===== src/rtl/aurora_hls_pkg.sv =====
// Shared definitions for the Aurora HLS monitor sampler.
// Holds the record magic, the field count, beat-index constants for the
// record layout, the sampler state enum and the header-builder helper.
package aurora_hls_pkg;

    localparam logic [7:0]  REC_MAGIC   = 8'hA5;
    localparam int unsigned FIELD_COUNT = 5;
    localparam int unsigned BEAT_W      = 3;

    // Record layout: header first, then one beat per monitor counter delta.
    localparam logic [BEAT_W-1:0] BEAT_HDR         = 3'd0;
    localparam logic [BEAT_W-1:0] BEAT_CORE_STATUS = 3'd1;
    localparam logic [BEAT_W-1:0] BEAT_RX_OVF      = 3'd2;
    localparam logic [BEAT_W-1:0] BEAT_TX_OVF      = 3'd3;
    localparam logic [BEAT_W-1:0] BEAT_TX          = 3'd4;
    localparam logic [BEAT_W-1:0] BEAT_RX          = 3'd5;
    localparam logic [BEAT_W-1:0] BEAT_LAST        = BEAT_RX;

    typedef enum logic {
        ST_IDLE = 1'b0,
        ST_SEND = 1'b1
    } sampler_state_e;

    // Header beat: magic, field count, 16-bit sequence number.
    function automatic logic [31:0] rec_header(input logic [15:0] seq);
        return {REC_MAGIC, 8'(FIELD_COUNT), seq};
    endfunction

endpackage


===== src/rtl/aurora_hls_interval_timer.sv =====
// Sample-period timer for the monitor sampler.
// Ports: clk_i, rst_i (sync, active-high), enable_i, interval_i (0 = off),
//        tick_c_o (combinational, one cycle per elapsed interval).
module aurora_hls_interval_timer
    import aurora_hls_pkg::*;
#(
    parameter int unsigned INTERVAL_WIDTH = 32
) (
    input  logic                      clk_i,
    input  logic                      rst_i,
    input  logic                      enable_i,
    input  logic [INTERVAL_WIDTH-1:0] interval_i,
    output logic                      tick_c_o
);

    logic [INTERVAL_WIDTH-1:0] timer_q;
    logic                      eligible_c;

    assign eligible_c = enable_i && (interval_i != '0);

    // ">=" rather than "==" so a lowered interval ticks on the next cycle.
    assign tick_c_o = eligible_c && (timer_q >= (interval_i - INTERVAL_WIDTH'(1)));

    // Timer is held at zero whenever sampling is not eligible.
    always_ff @(posedge clk_i) begin
        if (rst_i) begin
            timer_q <= '0;
        end else if (!eligible_c || tick_c_o) begin
            timer_q <= '0;
        end else begin
            timer_q <= timer_q + INTERVAL_WIDTH'(1);
        end
    end

endmodule


===== src/rtl/aurora_hls_monitor_sampler.sv =====
// Periodic snapshot of the five Aurora monitor counters, emitted as a
// 6-beat AXI4-Stream record (header + five per-interval deltas).
// Ports: clk_i, rst_i (sync, active-high), enable_i, interval_i,
//        five monitor counter inputs, m_axis_* stream master,
//        dropped_count_o (records lost to a busy stream), seq_o (tick count).
module aurora_hls_monitor_sampler
    import aurora_hls_pkg::*;
#(
    parameter int unsigned COUNTER_WIDTH  = 32,
    parameter int unsigned INTERVAL_WIDTH = 32
) (
    input  logic                      clk_i,
    input  logic                      rst_i,
    input  logic                      enable_i,
    input  logic [INTERVAL_WIDTH-1:0] interval_i,
    input  logic [COUNTER_WIDTH-1:0]  core_status_not_ok_count_i,
    input  logic [COUNTER_WIDTH-1:0]  fifo_rx_overflow_count_i,
    input  logic [COUNTER_WIDTH-1:0]  fifo_tx_overflow_count_i,
    input  logic [COUNTER_WIDTH-1:0]  tx_count_i,
    input  logic [COUNTER_WIDTH-1:0]  rx_count_i,
    output logic [COUNTER_WIDTH-1:0]  m_axis_tdata_o,
    output logic                      m_axis_tvalid_o,
    output logic                      m_axis_tlast_o,
    input  logic                      m_axis_tready_i,
    output logic [31:0]               dropped_count_o,
    output logic [15:0]               seq_o
);

    logic                     tick_c;
    sampler_state_e           state_q;
    logic [BEAT_W-1:0]        beat_q;
    logic [COUNTER_WIDTH-1:0] cur_c   [FIELD_COUNT];
    logic [COUNTER_WIDTH-1:0] prev_q  [FIELD_COUNT];
    logic [COUNTER_WIDTH-1:0] delta_q [FIELD_COUNT];
    logic [COUNTER_WIDTH-1:0] tdata_q;
    logic                     tvalid_q;
    logic                     tlast_q;
    logic [31:0]              dropped_q;
    logic [15:0]              seq_q;
    logic [15:0]              seq_d;
    logic                     accept_c;
    logic                     last_accept_c;
    logic                     busy_c;

    aurora_hls_interval_timer #(
        .INTERVAL_WIDTH (INTERVAL_WIDTH)
    ) u_timer (
        .clk_i      (clk_i),
        .rst_i      (rst_i),
        .enable_i   (enable_i),
        .interval_i (interval_i),
        .tick_c_o   (tick_c)
    );

    // Counters in record beat order.
    always_comb begin
        cur_c[0] = core_status_not_ok_count_i;
        cur_c[1] = fifo_rx_overflow_count_i;
        cur_c[2] = fifo_tx_overflow_count_i;
        cur_c[3] = tx_count_i;
        cur_c[4] = rx_count_i;
    end

    assign accept_c      = tvalid_q && m_axis_tready_i;
    assign last_accept_c = accept_c && (beat_q == BEAT_LAST);
    // A tick coinciding with the final beat handshake is not a drop.
    assign busy_c        = (state_q == ST_SEND) && !last_accept_c;
    assign seq_d         = seq_q + 16'd1;

    // Sampler FSM, record buffer and statistics.
    always_ff @(posedge clk_i) begin
        if (rst_i) begin
            state_q   <= ST_IDLE;
            beat_q    <= BEAT_HDR;
            tdata_q   <= '0;
            tvalid_q  <= 1'b0;
            tlast_q   <= 1'b0;
            dropped_q <= '0;
            seq_q     <= '0;
            for (int i = 0; i < int'(FIELD_COUNT); i++) begin
                prev_q[i]  <= '0;
                delta_q[i] <= '0;
            end
        end else begin
            if (tick_c) begin
                seq_q <= seq_d;
            end

            // Dropped records leave prev untouched so the next deltas span the gap.
            if (tick_c && busy_c && (dropped_q != '1)) begin
                dropped_q <= dropped_q + 32'd1;
            end

            if (tick_c && !busy_c) begin
                for (int i = 0; i < int'(FIELD_COUNT); i++) begin
                    delta_q[i] <= cur_c[i] - prev_q[i];
                    prev_q[i]  <= cur_c[i];
                end
                tdata_q  <= COUNTER_WIDTH'(rec_header(seq_d));
                tvalid_q <= 1'b1;
                tlast_q  <= 1'b0;
                beat_q   <= BEAT_HDR;
                state_q  <= ST_SEND;
            end else if ((state_q == ST_SEND) && accept_c) begin
                if (beat_q == BEAT_LAST) begin
                    tvalid_q <= 1'b0;
                    tlast_q  <= 1'b0;
                    state_q  <= ST_IDLE;
                end else begin
                    // Beat n+1 carries delta n.
                    tdata_q <= delta_q[beat_q];
                    tlast_q <= (beat_q == (BEAT_LAST - 3'd1));
                    beat_q  <= beat_q + 3'd1;
                end
            end
        end
    end

    assign m_axis_tdata_o  = tdata_q;
    assign m_axis_tvalid_o = tvalid_q;
    assign m_axis_tlast_o  = tlast_q;
    assign dropped_count_o = dropped_q;
    assign seq_o           = seq_q;

endmodule


===== config.mk =====
export PLATFORM = sky130hd
export DESIGN_NAME = aurora_hls_monitor_sampler
export DESIGN_NICKNAME = d
export VERILOG_FILES = /design/src/rtl/aurora_hls_pkg.sv /design/src/rtl/aurora_hls_interval_timer.sv /design/src/rtl/aurora_hls_monitor_sampler.sv
export SDC_FILE = /design/constraint.sdc
export NUM_CORES = 1
export LEC_CHECK = 0
export ABC_AREA = 0
export CAP_MARGIN = 5
export CORE_MARGIN = 2
export CORE_UTILIZATION = 32
export DETAILED_ROUTE_END_ITERATION = 12
export PLACE_DENSITY = 0.46
export SETUP_SLACK_MARGIN = 0.3
export SLEW_MARGIN = 20
export SYNTH_ARGS = -nofsm -noshare
export SYNTH_HDL_FRONTEND = slang
export SYNTH_HIERARCHICAL = 1
export SYNTH_SLANG_ARGS = --single-unit

===== constraint.sdc =====
create_clock -name clk_i -period 27.6 [get_ports clk_i]
set_clock_uncertainty 0.15 [all_clocks]
set_input_delay 5.52 -clock clk_i [delete_from_list [all_inputs] [get_ports clk_i]]
set_output_delay 5.52 -clock clk_i [all_outputs]
set_load 0.05 [all_outputs]

==> metrics.txt, run 1 <==
status=finished, final reports clean; Port-buffer cells=277; crit path capture=prev_q[0][87]$_SDFFCE_PN0P_; Initial Util=32.4%; final layout net count=3509; Core ar.=86900 um2; clock root cell=clkbuf_16; VDD IR max=44.2 uV; ANT nets after route=0; unrepaired setup endpoints after global routing=false; Util after Layout=38.9%; Int Power=1260 uW; main area contributors after synthesis=edfxtp_1 (34%), ha_1 (8.6%), dfxtp_1 (8.5%), xnor2_1 (4.4%), nor2_1 (4.1%); asr flop ratio synth=0%; Max-Cap Viols=0; Mapped Cells=2890; Netlist Area Pre-Place=28100 um2; Reg power frac=42.7%; commonest cells in the netlist=edfxtp_1 (320), nor2_1 (309), inv_1 (210); Die H=300 um; Post-CTS Setup Inserts=0; routed vias=22000; CTS tree=yes; global placement routability congestion=0.867; Critical R2R Capture=prev_q[0][87]$_SDFFCE_PN0P_; Worst Tran Pin Value=1280 ps; area delta synth->final=20.1%; Critical Path RT=27680 ps; Tightest Hold Check Type=register to register; max-slew violation count=0; WL/cell=19.6 um; Net Sw Power=457 uW; FF-to-FF setup slack=21910 ps; crit path cell chain=clkdlybuf4s50_1 > inv_1 > ha_1 > nor4b_1 > and4_1 > nand2_1 > nor3_1 > xnor2_1 > ha_1 > nand4_1 > nor4_1 > o31a_1 > buf_4 > o21a_1 > buf_4 > a21boi_1 > or2_4 > buf_12 > buf_4; r2r startpoint=u_timer/timer_q[14]$_SDFF_PP0_; dominant cell type by area after synthesis=edfxtp_1; Comb power frac=14.9%; syn_nets=3285; reg2reg path depth=12; hold-fix buffers at CTS=0; Slew headroom=15.0%; drt pass-1 iters=5; YS warnings=6; Clk pwr share=42.5%; worst skew pair latency=620 ps; top_reg_cell synth=edfxtp_1; Crit path largest cell delay=880 ps; #FFs+latches synth=440; grt ovf=0; Setup CP Type=input pin to register; largest net degree at the start of global routing=182; All-Layer GR Usage=18.4%; Clk pin slew, worst setup/hold paths=60 ps; iteration-0 DRC count of the detailed router=1500; CP max-delay cell=buf_4; I/O pin count=278; H-tree Lvls=2; hpwl dp=64600 um; Fill cells=8646; fmax=81.9 MHz; Sink Count=440; PwrDens=50.7 nW/um2; cts bufs inserted=54; dominant cell by count in the synthesized netlist=edfxtp_1; endpoints failing setup=0; area share of the largest cell type after synthesis=34.2%; width of the die=300 um; WP data arrival=12290 ps; vias in the first global route=22100; crit-path most repeated cell=buf_4; CP Buf/Inv Count=6; die area=90300 um2; initial antenna violation count=5; Resize count post-CTS=0; min Tclk post-route=12210 ps; Critical Path Sink Type=register; Distinct cells, synth=83; vias per cell=5.09; Seq/Total Area, Yosys=42.7%; clock buffer depth=3; CP startpoint=interval_i[0]; syn avg cell area=9.73 um2; Row Count=108; nature of the critical path startpoint=input pin; Final period util=44.2%; drc violations=0; CP Depth=19; first-pass GRT wire length=130000 um; routed wire length=84500 um; CP delay by family, top=buffers and inverters; Lkg Pwr=0.0127 uW; Post-synth EDFFs=320; Max FO, Critical Path=181; setup TNS=0 ps; Hold Vio Cnt, Final=0; ratio of cells with drive above 1 in the final layout=5.98%; switch share=26.7%
metal layers:
metal	vias to the layer above	track usage (%)	wire, um
met2	428	31.2	40400
met3	92	2.50	3400
li1	10800	-	-
met5	-	0	45
met1	10600	24.4	38600
met4	8	5.23	2050
worst register-to-register path, stage by stage, from the launching register on:
cell and delay (ps):
dfxtp_1 380, ha_1 340, nand4_1 130, nor2_1 160
nor4b_1 330, o31a_1 180, buf_4 340, o21a_1 190
buf_4 290, a21boi_1 730, or2_4 280, buf_12 510
buf_4 1230
per-stage QoR:
step / hold slack, ps / instance area (um2) / total power, uW / instances / setup WS [ps]
2_1_floorplan: 294 / 28100 / 912 / 2890 / 9170
3_3_place_gp: 336 / 32000 / 1000 / 4213 / 14860
3_5_place_dp: 336 / 32000 / 1000 / 4213 / 14790
4_1_cts: 348 / 33800 / 1740 / 4313 / 15460
5_1_grt: 373 / 33800 / 1790 / 4314 / 14690
6_report: 343 / 33800 / 1710 / 4314 / 15390
layout make-up:
cell class / instances / area, um2 / area share [%]
Inverter: 210 / 788 / 2.33
Timing Repair Buffer: 292 / 2910 / 8.61
Clock inverter: 36 / 343 / 1.01
Tap cell: 1155 / 1450 / 4.28
Sequential cell: 440 / 12000 / 35.6
Multi-Input combinational cell: 2116 / 14800 / 43.9
Antenna cell: 1 / 2.50 / 0.00741
Clock buffer: 64 / 1460 / 4.33
flip-flops by register name, summed over array words and instances (netlist names), named ones only:
name             flops
beat_q               3
delta_q            160
dropped_count_o     32
m_axis_tdata_o      32
m_axis_tlast_o       1
m_axis_tvalid_o      1
prev_q             160
seq_o               16
u_timer/timer_q     32
placed cells by master (no fill, tap or decap), types with 13 or more instances in the layout:
| cell | count |
|---|---|
| a211oi_1 | 39 |
| a21o_1 | 88 |
| a21oi_1 | 174 |
| a31oi_1 | 22 |
| and2_1 | 170 |
| and3_1 | 32 |
| and4_1 | 14 |
| clkbuf_16 | 56 |
| clkdlybuf4s50_1 | 276 |
| clkinv_2 | 15 |
| dfxtp_1 | 119 |
| edfxtp_1 | 320 |
| ha_1 | 194 |
| inv_1 | 210 |
| mux2_2 | 16 |
| mux2i_1 | 28 |
| mux4_2 | 32 |
| nand2_1 | 150 |
| nand2b_1 | 28 |
| nand3_1 | 47 |
| nand4_1 | 54 |
| nor2_1 | 309 |
| nor2b_1 | 29 |
| nor3_1 | 108 |
| o21a_1 | 31 |
| o21ai_0 | 103 |
| o21bai_1 | 17 |
| o31ai_1 | 13 |
| xnor2_1 | 140 |
| xor2_1 | 95 |
power by group through the flow:
stage | sequential (uW) | combinational (uW) | clock (uW)
floorplan | 748 | 164 | 0
global placement | 745 | 256 | 0
detailed placement | 745 | 255 | 0
CTS | 731 | 257 | 749
global route | 732 | 284 | 771
finish | 731 | 255 | 727
kinds of logic (layout without fill, tap and decap cells):
group           Yosys count  after routing  synth area share, %
compound gates          591            591                 13.6
simple gates           1015           1015                 18.5
mux                      76             76                 4.20
other cells               0              1                    0
flops                   440            440                 42.7
fa+ha+maj               199            199                 8.99
xor+xnor                235            235                 7.32
buf+inv                 334            602                 4.64
how the worst min path moves through the flow:
stage | from | end | slack (ps) | cells after the start
4_1_cts | m_axis_tdata_o[0]$_SDFFE_PP0P_ | m_axis_tdata_o[0]$_SDFFE_PP0P_ | 350 | 2
3_3_place_gp | dropped_count_o[23]$_SDFFE_PP0P_ | dropped_count_o[23]$_SDFFE_PP0P_ | 340 | 2
5_1_grt | m_axis_tdata_o[2]$_SDFFE_PP0P_ | m_axis_tdata_o[2]$_SDFFE_PP0P_ | 370 | 2
6_report | m_axis_tdata_o[6]$_SDFFE_PP0P_ | m_axis_tdata_o[6]$_SDFFE_PP0P_ | 340 | 2
2_1_floorplan | u_timer/timer_q[0]$_SDFF_PP0_ | u_timer/timer_q[0]$_SDFF_PP0_ | 290 | 1
3_5_place_dp | m_axis_tdata_o[0]$_SDFFE_PP0P_ | m_axis_tdata_o[0]$_SDFFE_PP0P_ | 340 | 2
(Power assumes the default switching activity.)
==> run 2, diff against run 1 <==
clock period = 11.9 ns   (was 27.6 ns; I/O delays follow)
==> run 2 against run 1 <==
Compared with the run above: via count is 0.98% higher; final cell count hardly changed; total power is 130% higher; global-route usage hardly changed; worst setup slack worse by 12000 ps; worst hold slack better by 0.72 ps; clock power is 130% higher; cell area is 0.11% higher; critical path type unchanged; critical endpoint is now delta_q[2][20]$_SDFFCE_PN0P_.
==> metrics.txt, run 2 (synthesis results as in run 1) <==
status=finished, final reports clean (unchanged); H-tree Lvls=2 (unchanged); Setup CP Type=input pin to register (unchanged); nature of the critical path startpoint=input pin (unchanged); drt pass-1 iters=5 (unchanged); Critical Path Sink Type=register (unchanged); clock root cell=clkbuf_16 (unchanged); reg2reg path depth=14 (was 12); Max FO, Critical Path=69 (was 181); switch share=26.9% (was 26.7%); drc violations=0 (unchanged); WL/cell=19.6 um (about the same); routed wire length=84600 um (was 84500 um); Comb power frac=15.1% (was 14.9%); Sink Count=440 (unchanged); Max-Cap Viols=0 (unchanged); final layout net count=3512 (was 3509); Port-buffer cells=277 (unchanged); I/O pin count=278 (unchanged); Post-DP Area=32000 um2 (about the same); Die H=300 um (unchanged); Crit path largest cell delay=720 ps (was 880 ps); Critical R2R Capture=delta_q[2][16]$_SDFFCE_PN0P_ (was prev_q[0][87]$_SDFFCE_PN0P_); area delta synth->final=20.3% (was 20.1%); Core ar.=86900 um2 (unchanged); Design Area, Final=33800 um2 (about the same); grt ovf=0 (unchanged); fmax=118 MHz; vias in the first global route=22000 (was 22100); Hold Path Origin=m_axis_tdata_o[1]$_SDFFE_PP0P_ (was m_axis_tdata_o[6]$_SDFFE_PP0P_); global placement routability congestion=0.864 (was 0.867); hold-fix buffers at CTS=0 (unchanged); # placed instances=4217 (was 4213); fin cells=4318 (was 4314); unrepaired setup endpoints after global routing=false (unchanged); Lkg Pwr=0.0127 uW (about the same); largest registers=delta_q x160, prev_q x160 (unchanged); first-pass GRT wire length=130000 um (about the same); crit path cell chain=clkdlybuf4s50_1 > inv_1 > ha_1 > nor4b_1 > and4_1 > nand2_1 > nor3_2 > xnor2_1 > ha_1 > nand4_1 > nor4_1 > o31a_1 > buf_4 > o21a_1 > buf_4 > a21boi_1 > nand2b_4 > buf_4 > buf_4 > nor3_1 (was clkdlybuf4s50_1 > inv_1 > ha_1 > nor4b_1 > and4_1 > nand2_1 > nor3_1 > xnor2_1 > ha_1 > nand4_1 > nor4_1 > o31a_1 > buf_4 > o21a_1 > buf_4 > a21boi_1 > or2_4 > buf_12 > buf_4); endpoints failing setup=0 (unchanged); CP Buf/Inv Count=6 (unchanged); vias per cell=5.14 (was 5.09); VDD IR max=108 uV (was 44.2 uV); clock buffer depth=3 (unchanged); Clk pin slew, worst setup/hold paths=60 ps (about the same); min Tclk post-route=8470 ps; width of the die=300 um (unchanged); cts bufs inserted=53 (was 54); ANT nets after route=0 (unchanged); Util after Layout=38.9% (about the same); All-Layer GR Usage=18.4% (about the same); Worst Tran Pin Value=888 ps (was 1280 ps); setup TNS=0 ps (unchanged); CP delay by family, top=simple AND/OR/NAND/NOR gates (was buffers and inverters); hpwl dp=65700 um (was 64600 um); Final period util=71.2%; commonest non-fill, non-tap cells in the layout=edfxtp_1 (320), nor2_1 (309), clkdlybuf4s50_1 (276) (unchanged); WP data arrival=8770 ps (was 12290 ps); Int Power=2920 uW (was 1260 uW); worst skew pair latency=630 ps (was 620 ps); die area=90300 um2 (unchanged); initial antenna violation count=3 (was 5); max-slew violation count=0 (unchanged); routed vias=22200 (was 22000); commonest non-fill, non-tap cell in the layout=edfxtp_1 (unchanged); CP max-delay cell=a21boi_1 (was buf_4); FF-to-FF setup slack=6690 ps (was 21910 ps); crit-path most repeated cell=buf_4 (unchanged); Tightest Hold Check Type=register to register (unchanged); Worst Hold Depth=2 (unchanged); CTS tree=yes (unchanged); Hold Vio Cnt, Final=0 (unchanged); Net Sw Power=1070 uW (was 457 uW); Resize count post-CTS=0 (unchanged); Reg power frac=42.4% (was 42.7%); iteration-0 DRC count of the detailed router=1371 (was 1500); ratio of cells with drive above 1 in the final layout=6.14% (was 5.98%); hold endpoint=m_axis_tdata_o[1]$_SDFFE_PP0P_ (was m_axis_tdata_o[6]$_SDFFE_PP0P_); r2r startpoint=u_timer/timer_q[0]$_SDFF_PP0_ (was u_timer/timer_q[14]$_SDFF_PP0_); Clk pwr share=42.4% (was 42.5%); PwrDens=118 nW/um2 (was 50.7 nW/um2); Row Count=108 (unchanged); Initial Util=32.4% (unchanged); largest net degree at the start of global routing=92 (was 182); Slew headroom=40.6% (was 15.0%); Critical Path RT=12210 ps (was 27680 ps); Post-CTS Setup Inserts=0 (unchanged)
run 2: changes by cell type in the layout (fill, tap and decap cells not counted):
cell        before  now
clkinv_1         6    5
buf_4           12   17
inv_4            0    2
clkinvlp_4       6    3
dfxtp_2          1    0
buf_6            1    0
clkinv_4         1    3
clkinv_2        15   13
dfxtp_4          0    1
clkbuf_8         3    6
clkbuf_16       56   55
run 2: cell type report:
class,count,area [um2]
multi-input combinational,2116,14800
sequential,440,12000
antenna,1,2.50
tap,1155,1450
clock buffer,66,1480
fill,8653,53100
inverter,210,788
clock inverter,34,337
timing repair buffer,296,2940
run 2: worst register-to-register path: cells and delay by family (launching register included):
kind | cells | cell delay, ps
DFF | 1 | 390
buffers and inverters | 5 | 1830
and+or+nand+nor | 4 | 990
AOI/OAI and AO/OA | 4 | 1350
adders and majority gates | 1 | 260
run 2: worst max path at each step:
| stage | from | to | slack, ps | depth (start not counted) |
|---|---|---|---|---|
| finish | interval_i[0] | delta_q[2][20]$_SDFFCE_PN0P_ | 3430 | 20 |
| global route | interval_i[0] | delta_q[2][3]$_SDFFCE_PN0P_ | 2740 | 20 |
| CTS | interval_i[0] | delta_q[4][30]$_SDFFCE_PN0P_ | 3460 | 21 |
| detailed placement | interval_i[0] | delta_q[2][3]$_SDFFCE_PN0P_ | 2800 | 20 |
| global placement | interval_i[0] | delta_q[2][3]$_SDFFCE_PN0P_ | 2940 | 20 |
| floorplan | interval_i[11] | delta_q[0][0]$_SDFFCE_PN0P_ | 1570 | 14 |
run 2: routing by layer:
metal / GRT usage [%] / up-vias / wire, um
met3: 2.50 / 96 / 3840
li1: - / 10800 / -
met4: 4.93 / 4 / 2070
met2: 31.6 / 510 / 41200
met5: 0 / - / 24
met1: 24.2 / 10700 / 37400
run 2: stage by stage:
stage | worst slack (ps) | hold WS, ps | power, uW
final | 3430 | 344 | 3990
after global routing | 2740 | 373 | 4160
after global placement | 2940 | 335 | 2330
after detailed placement | 2800 | 336 | 2330
after CTS | 3460 | 349 | 4050
after floorplan | 1570 | 294 | 2110
run 2: power by group through the flow:
stage | clock, uW | combinational, uW | sequential (uW)
global route | 1800 | 666 | 1700
CTS | 1740 | 609 | 1700
finish | 1700 | 604 | 1700
floorplan | 0 | 381 | 1730
detailed placement | 0 | 604 | 1730
global placement | 0 | 606 | 1730
==> RTL change 1 (settings of run 2) <==
`INTERVAL_WIDTH` is set to 32 in 2 places; all go to 40.
--- a/src/rtl/aurora_hls_interval_timer.sv
+++ b/src/rtl/aurora_hls_interval_timer.sv
@@ -4,7 +4,7 @@
 module aurora_hls_interval_timer
     import aurora_hls_pkg::*;
 #(
-    parameter int unsigned INTERVAL_WIDTH = 32
+    parameter int unsigned INTERVAL_WIDTH = 40
 ) (
     input  logic                      clk_i,
     input  logic                      rst_i,
--- a/src/rtl/aurora_hls_monitor_sampler.sv
+++ b/src/rtl/aurora_hls_monitor_sampler.sv
@@ -7,7 +7,7 @@
     import aurora_hls_pkg::*;
 #(
     parameter int unsigned COUNTER_WIDTH  = 32,
-    parameter int unsigned INTERVAL_WIDTH = 32
+    parameter int unsigned INTERVAL_WIDTH = 40
 ) (
     input  logic                      clk_i,
     input  logic                      rst_i,
Ports: changed (resized interval_i); port bits go from 278 to 286. No check against the original RTL was run, so the function may have changed too.
==> RTL change 1 against run 2 <==
Highest routed layer unchanged; count of clock-buffer cells in the layout is 3 higher; worst setup slack worse by 720 ps; power hardly changed; sequential cell count is 8 higher; routed wire length is 4.9% higher; register-to-register slack worse by 80 ps; design area is 2.4% higher; cell count is 3.3% higher; area after synthesis is 2.5% higher.
==> RTL change 1: results (changes against run 2) <==
- The cell with the largest stage delay on the worst path is sky130_fd_sc_hd__nor2b_4.
- The weighted congestion at the end of routability-driven global placement is 0.892 (+3.2%).
- Ranked by total cell area, the synthesized netlist is headed by sky130_fd_sc_hd__edfxtp_1 (33%), sky130_fd_sc_hd__dfxtp_1 (8.9%), sky130_fd_sc_hd__ha_1 (8.8%).
- The portion of total power attributed to the clock network is 0.413 (-0.011).
- The synthesized net count is 3408 (+3.7%).
- The number of port buffers came to 285 (+2.9%).
- The cell-internal power is 2910 uW (-0.28%).
- The worst IR drop on VDD came to 0.0000953 V (-12%).
- The highest cell delay on the worst timing path is 830 ps (+110 ps).
- The largest net degree at the start of global routing is 86 (-6.5%).
- The flow ran to the end, and the final reports show no timing, DRC or antenna violations.
- The initial detailed-routing violation count is 1608 (+17%).
- The mean instance size in the synthesized netlist is 9.61 um^2 (-1.2%).
- By count the netlist is led by sky130_fd_sc_hd__nor2_1 (347), sky130_fd_sc_hd__edfxtp_1 (320), sky130_fd_sc_hd__inv_1 (206).
- The compound-gate portion of the synthesized area is 0.134 (-0.00274).
- The area share of fa/ha/maj cells after synthesis was 0.0912 (+0.00132).
- The non-filler instance count after layout is 4460 (+3.3%).
- The worst slack at placement is 1970 ps (-834 ps).
- The arrival time of the worst setup path is 9510 ps (+740 ps).
- The number of placed instances with taps included came to 4354 (+3.2%).
- The number of iterations in the first detailed-routing pass is 6 (+1).
- The number of enable flip-flop cells after synthesis is 320 (unchanged).
- The buffer depth of the longest clock path is 3 (unchanged).
- The via count of the first global-routing pass came to 22700 (+3.2%).
- The final net count came to 3647 (+3.8%).
- The global routing usage summed across all routing layers came to 0.187 (+0.00330).
- The leakage power was 0.0131 uW (+3.0%).
- The fraction of synthesized area in multiplexers is 0.0410 (-0.00100).
- The top fanout value on the critical path is 41 (-41%).
- The post-detailed-route wirelength per cell was 19.9 um (+1.5%).
- The sequential fraction of the synthesis area is 0.422 (-0.00466).
- The largest registers in the layout are delta_q (160), prev_q (160), u_timer/timer_q (40).
- The wire length of the first global-routing pass was 136 mm (+4.4%).
- The initial antenna violation count is 5 (+2).
- The number of vias per cell is 5.11 (-0.58%).
- The estimated wirelength of the detail-placed design is 69.0 mm (+4.9%).
- The share of post-route cells with drive strength above 1 is 0.0573 (-0.00409).
- The total CTS buffers is 56 (+5.7%).
- The worst slew margin relative to its limit came to 0.304 (-0.102).
- The count of warnings emitted by yosys is 6 (unchanged).
- The part of the total power dissipated in sequential elements is 0.431 (+0.007).
RTL change 1: tightest hold or removal path, stage by stage (launching register included):
cell and delay (ps):
sky130_fd_sc_hd__dfxtp_1 310, sky130_fd_sc_hd__nand2_1 50, sky130_fd_sc_hd__a21oi_1 50
RTL change 1: layout make-up:
class	instances	area, um^2
Clock inverter	36	270
Sequential cell	448	12200
Tap cell	1176	1470
Multi-Input combinational cell	2217	15400
Antenna cell	1	2.50
Fill cell	8925	54900
Clock buffer	69	1490
Timing Repair Buffer	307	3080
Inverter	206	773
RTL change 1: stage by stage:
stage | hold WS, ps | cell area, um^2
after floorplan | 365 | 28800
after global placement | 307 | 32900
after detailed placement | 308 | 32900
after CTS | 317 | 34700
after global routing | 349 | 34700
final | 319 | 34700
RTL change 1: final timing paths:
kind	from	endpoint	slack, ps	depth (start not counted)
worst max-delay path	interval_i[2]	prev_q[0][151]	2710	20
worst min-delay path	m_axis_tdata_o[7]	m_axis_tdata_o[7]	320	2
worst max register to register	u_timer/timer_q[31]	prev_q[0][151]	6610	13
worst min register to register	m_axis_tdata_o[7]	m_axis_tdata_o[7]	320	2
RTL change 1: cell families (layout without fill, tap and decap cells):
family / count (synthesis) / in the layout
adders and majority gates: 207 / 207
AOI/OAI and AO/OA: 593 / 593
buffers and inverters: 332 / 618
DFF: 448 / 448
xor gates and xnor gates: 251 / 251
other: 0 / 1
muxes: 76 / 76
and+or+nand+nor: 1090 / 1090
RTL change 1: per-layer routing:
layer	GRT usage	share of wire	up-vias	wire [um]
met1	0.250	0.46	10900	41100
li1	-	-	11200	-
met3	0.0312	0.044	117	3930
met4	0.0543	0.026	10	2310
met2	0.312	0.46	489	41300
met5	0	0.00078	-	69
==> RTL change 2 (flow settings as in run 2) <==
Without the edit above. Put one more register stage on the output `dropped_count_o`, cleared by the reset. The value now appears one clock later. The other outputs are not delayed to match.
--- a/src/rtl/aurora_hls_monitor_sampler.sv
+++ b/src/rtl/aurora_hls_monitor_sampler.sv
@@ -119,7 +119,13 @@
     assign m_axis_tdata_o  = tdata_q;
     assign m_axis_tvalid_o = tvalid_q;
     assign m_axis_tlast_o  = tlast_q;
-    assign dropped_count_o = dropped_q;
+    always_ff @(posedge clk_i) begin
+        if (rst_i) begin
+            dropped_count_o <= '0;
+        end else begin
+            dropped_count_o <= dropped_q;
+        end
+    end
     assign seq_o           = seq_q;
 
 endmodule
Check against the original RTL: not equivalent (Yosys sat finds a counterexample within 4 cycles, from zero or initial values and one cycle with rst_i high).
==> RTL change 2 against run 2 <==
Non-clock buffer count down 4; area after synthesis up 2.3%; routed wire length down 1.7%; critical endpoint is now prev_q[0][115]; sequential share of layout area up 0.95 points; synthesized cell count up 1.3%; sequential cell count up 32; worst setup slack worse by 430 ps; critical path depth down 3; largest cell class unchanged; maximum frequency down 4.9%; power up 6.9%; clock power up 10%; design area up 2.6%.
==> RTL change 2: results (changes against run 2) <==
- In this run the critical register-to-register path is captured at prev_q[0][115].
- The initial detailed-routing violation count was 1278 (-6.8%).
- The signed area change from the synthesized netlist to the final layout is 20.6%.
- The worst-margin pin slew is 994 ps (+105 ps).
- The number of vias per cell was 5.05 (-1.6%).
- The share of post-route cells with drive strength above 1 is 0.0621 (+0.000776).
- The logic depth of the worst register-to-register path is 11 (-3).
- The met1 layer usage reported by global route is 0.232 (-0.0103).
- The net switching power of the design came to 1110 uW (+3.8%).
- The placed instance area is 32700 um^2 (+2.1%).
- The global routing usage summed across all routing layers is 0.177 (-0.00703).
- In the post-synthesis netlist, the biggest area contributors are sky130_fd_sc_hd__edfxtp_1 (33%), sky130_fd_sc_hd__dfxtp_1 (11%), sky130_fd_sc_hd__ha_1 (8.4%).
- The path with the worst hold slack has its endpoint at m_axis_tdata_o[7].
- The count of distinct cell types in the synthesized netlist is 87 (+4.8%).
- After synthesis, the most frequently instantiated cells are sky130_fd_sc_hd__edfxtp_1 (320), sky130_fd_sc_hd__nor2_1 (301), sky130_fd_sc_hd__inv_1 (210).
- The run finished with clean final reports.
- The number of filler instances in the final layout came to 8687 (+0.39%).
- The launch point of the worst hold path is m_axis_tdata_o[7].
- The weighted congestion at the end of routability-driven global placement came to 0.867 (+0.39%).
- The synthesized net count was 3322 (+1.1%).
- The beginning of the worst register-to-register path is u_timer/timer_q[15].
- The compound-gate portion of the synthesized area is 0.129 (-0.00709).
- The routed length on met1 is 37.4 mm (about the same).
- For this design, the slowest cell found on the critical path is sky130_fd_sc_hd__or2_4.
- The worst hold margin is 309 ps (-34.7 ps).
- The estimated wirelength of the detail-placed design is 64.4 mm (-2.0%).
- The number of placed instances with taps included is 4260 (+1.0%).
- The worst IR drop on VDD is 0.000101 V (-6.5%).
- The number of antenna diodes is 0 (-1).
- The minimum setup slack among reg-to-reg paths is 6640 ps (-50 ps).
- The total via count in the routed design is 22100 (-0.43%).
RTL change 2: changes by cell type after synthesis, moves of 7 or more:
cell / change
sky130_fd_sc_hd__nor4_1: +7
sky130_fd_sc_hd__nor2b_1: +27
sky130_fd_sc_hd__nor3_1: -20
sky130_fd_sc_hd__xnor2_1: -20
sky130_fd_sc_hd__nand2_1: +18
sky130_fd_sc_hd__dfxtp_1: +32
sky130_fd_sc_hd__nor2_1: -8
sky130_fd_sc_hd__a21o_1: -22
sky130_fd_sc_hd__xor2_1: +20
sky130_fd_sc_hd__nand2b_1: -9
sky130_fd_sc_hd__nand3_1: +11
RTL change 2: worst max-delay path: cells and delay by family:
kind,cells,cell delay (ps)
xor gates and xnor gates,1,180
AOI/OAI and AO/OA,3,960
and+or+nand+nor,8,3280
adders and majority gates,1,320
buffers and inverters,4,1620
RTL change 2: cell type report:
| cell class | instances | share of cell area |
|---|---|---|
| clock buffer | 66 | 0.0454 |
| tap | 1165 | 0.0420 |
| inverter | 210 | 0.0227 |
| multi-input combinational | 2121 | 0.428 |
| clock inverter | 42 | 0.0126 |
| sequential | 472 | 0.365 |
| timing repair buffer | 292 | 0.0842 |
RTL change 2: worst max-delay path by stage:
stage / start / to / slack, ps / cells after the start
after floorplan: interval_i[17] / delta_q[0][0] / 870 / 17
after global placement: interval_i[16] / prev_q[0][118] / 2510 / 17
after detailed placement: interval_i[17] / prev_q[0][117] / 2330 / 17
after CTS: interval_i[17] / prev_q[0][115] / 3000 / 17
after global routing: interval_i[16] / delta_q[3][30] / 2400 / 20
final: interval_i[17] / prev_q[0][115] / 3000 / 17
RTL change 2: power groups by stage:
stage	logic, uW	clock network (uW)	registers (uW)
finish	601	1870	1800
global placement	602	0	1840
floorplan	381	0	1830
global route	664	1980	1800
detailed placement	602	0	1840
CTS	606	1920	1800
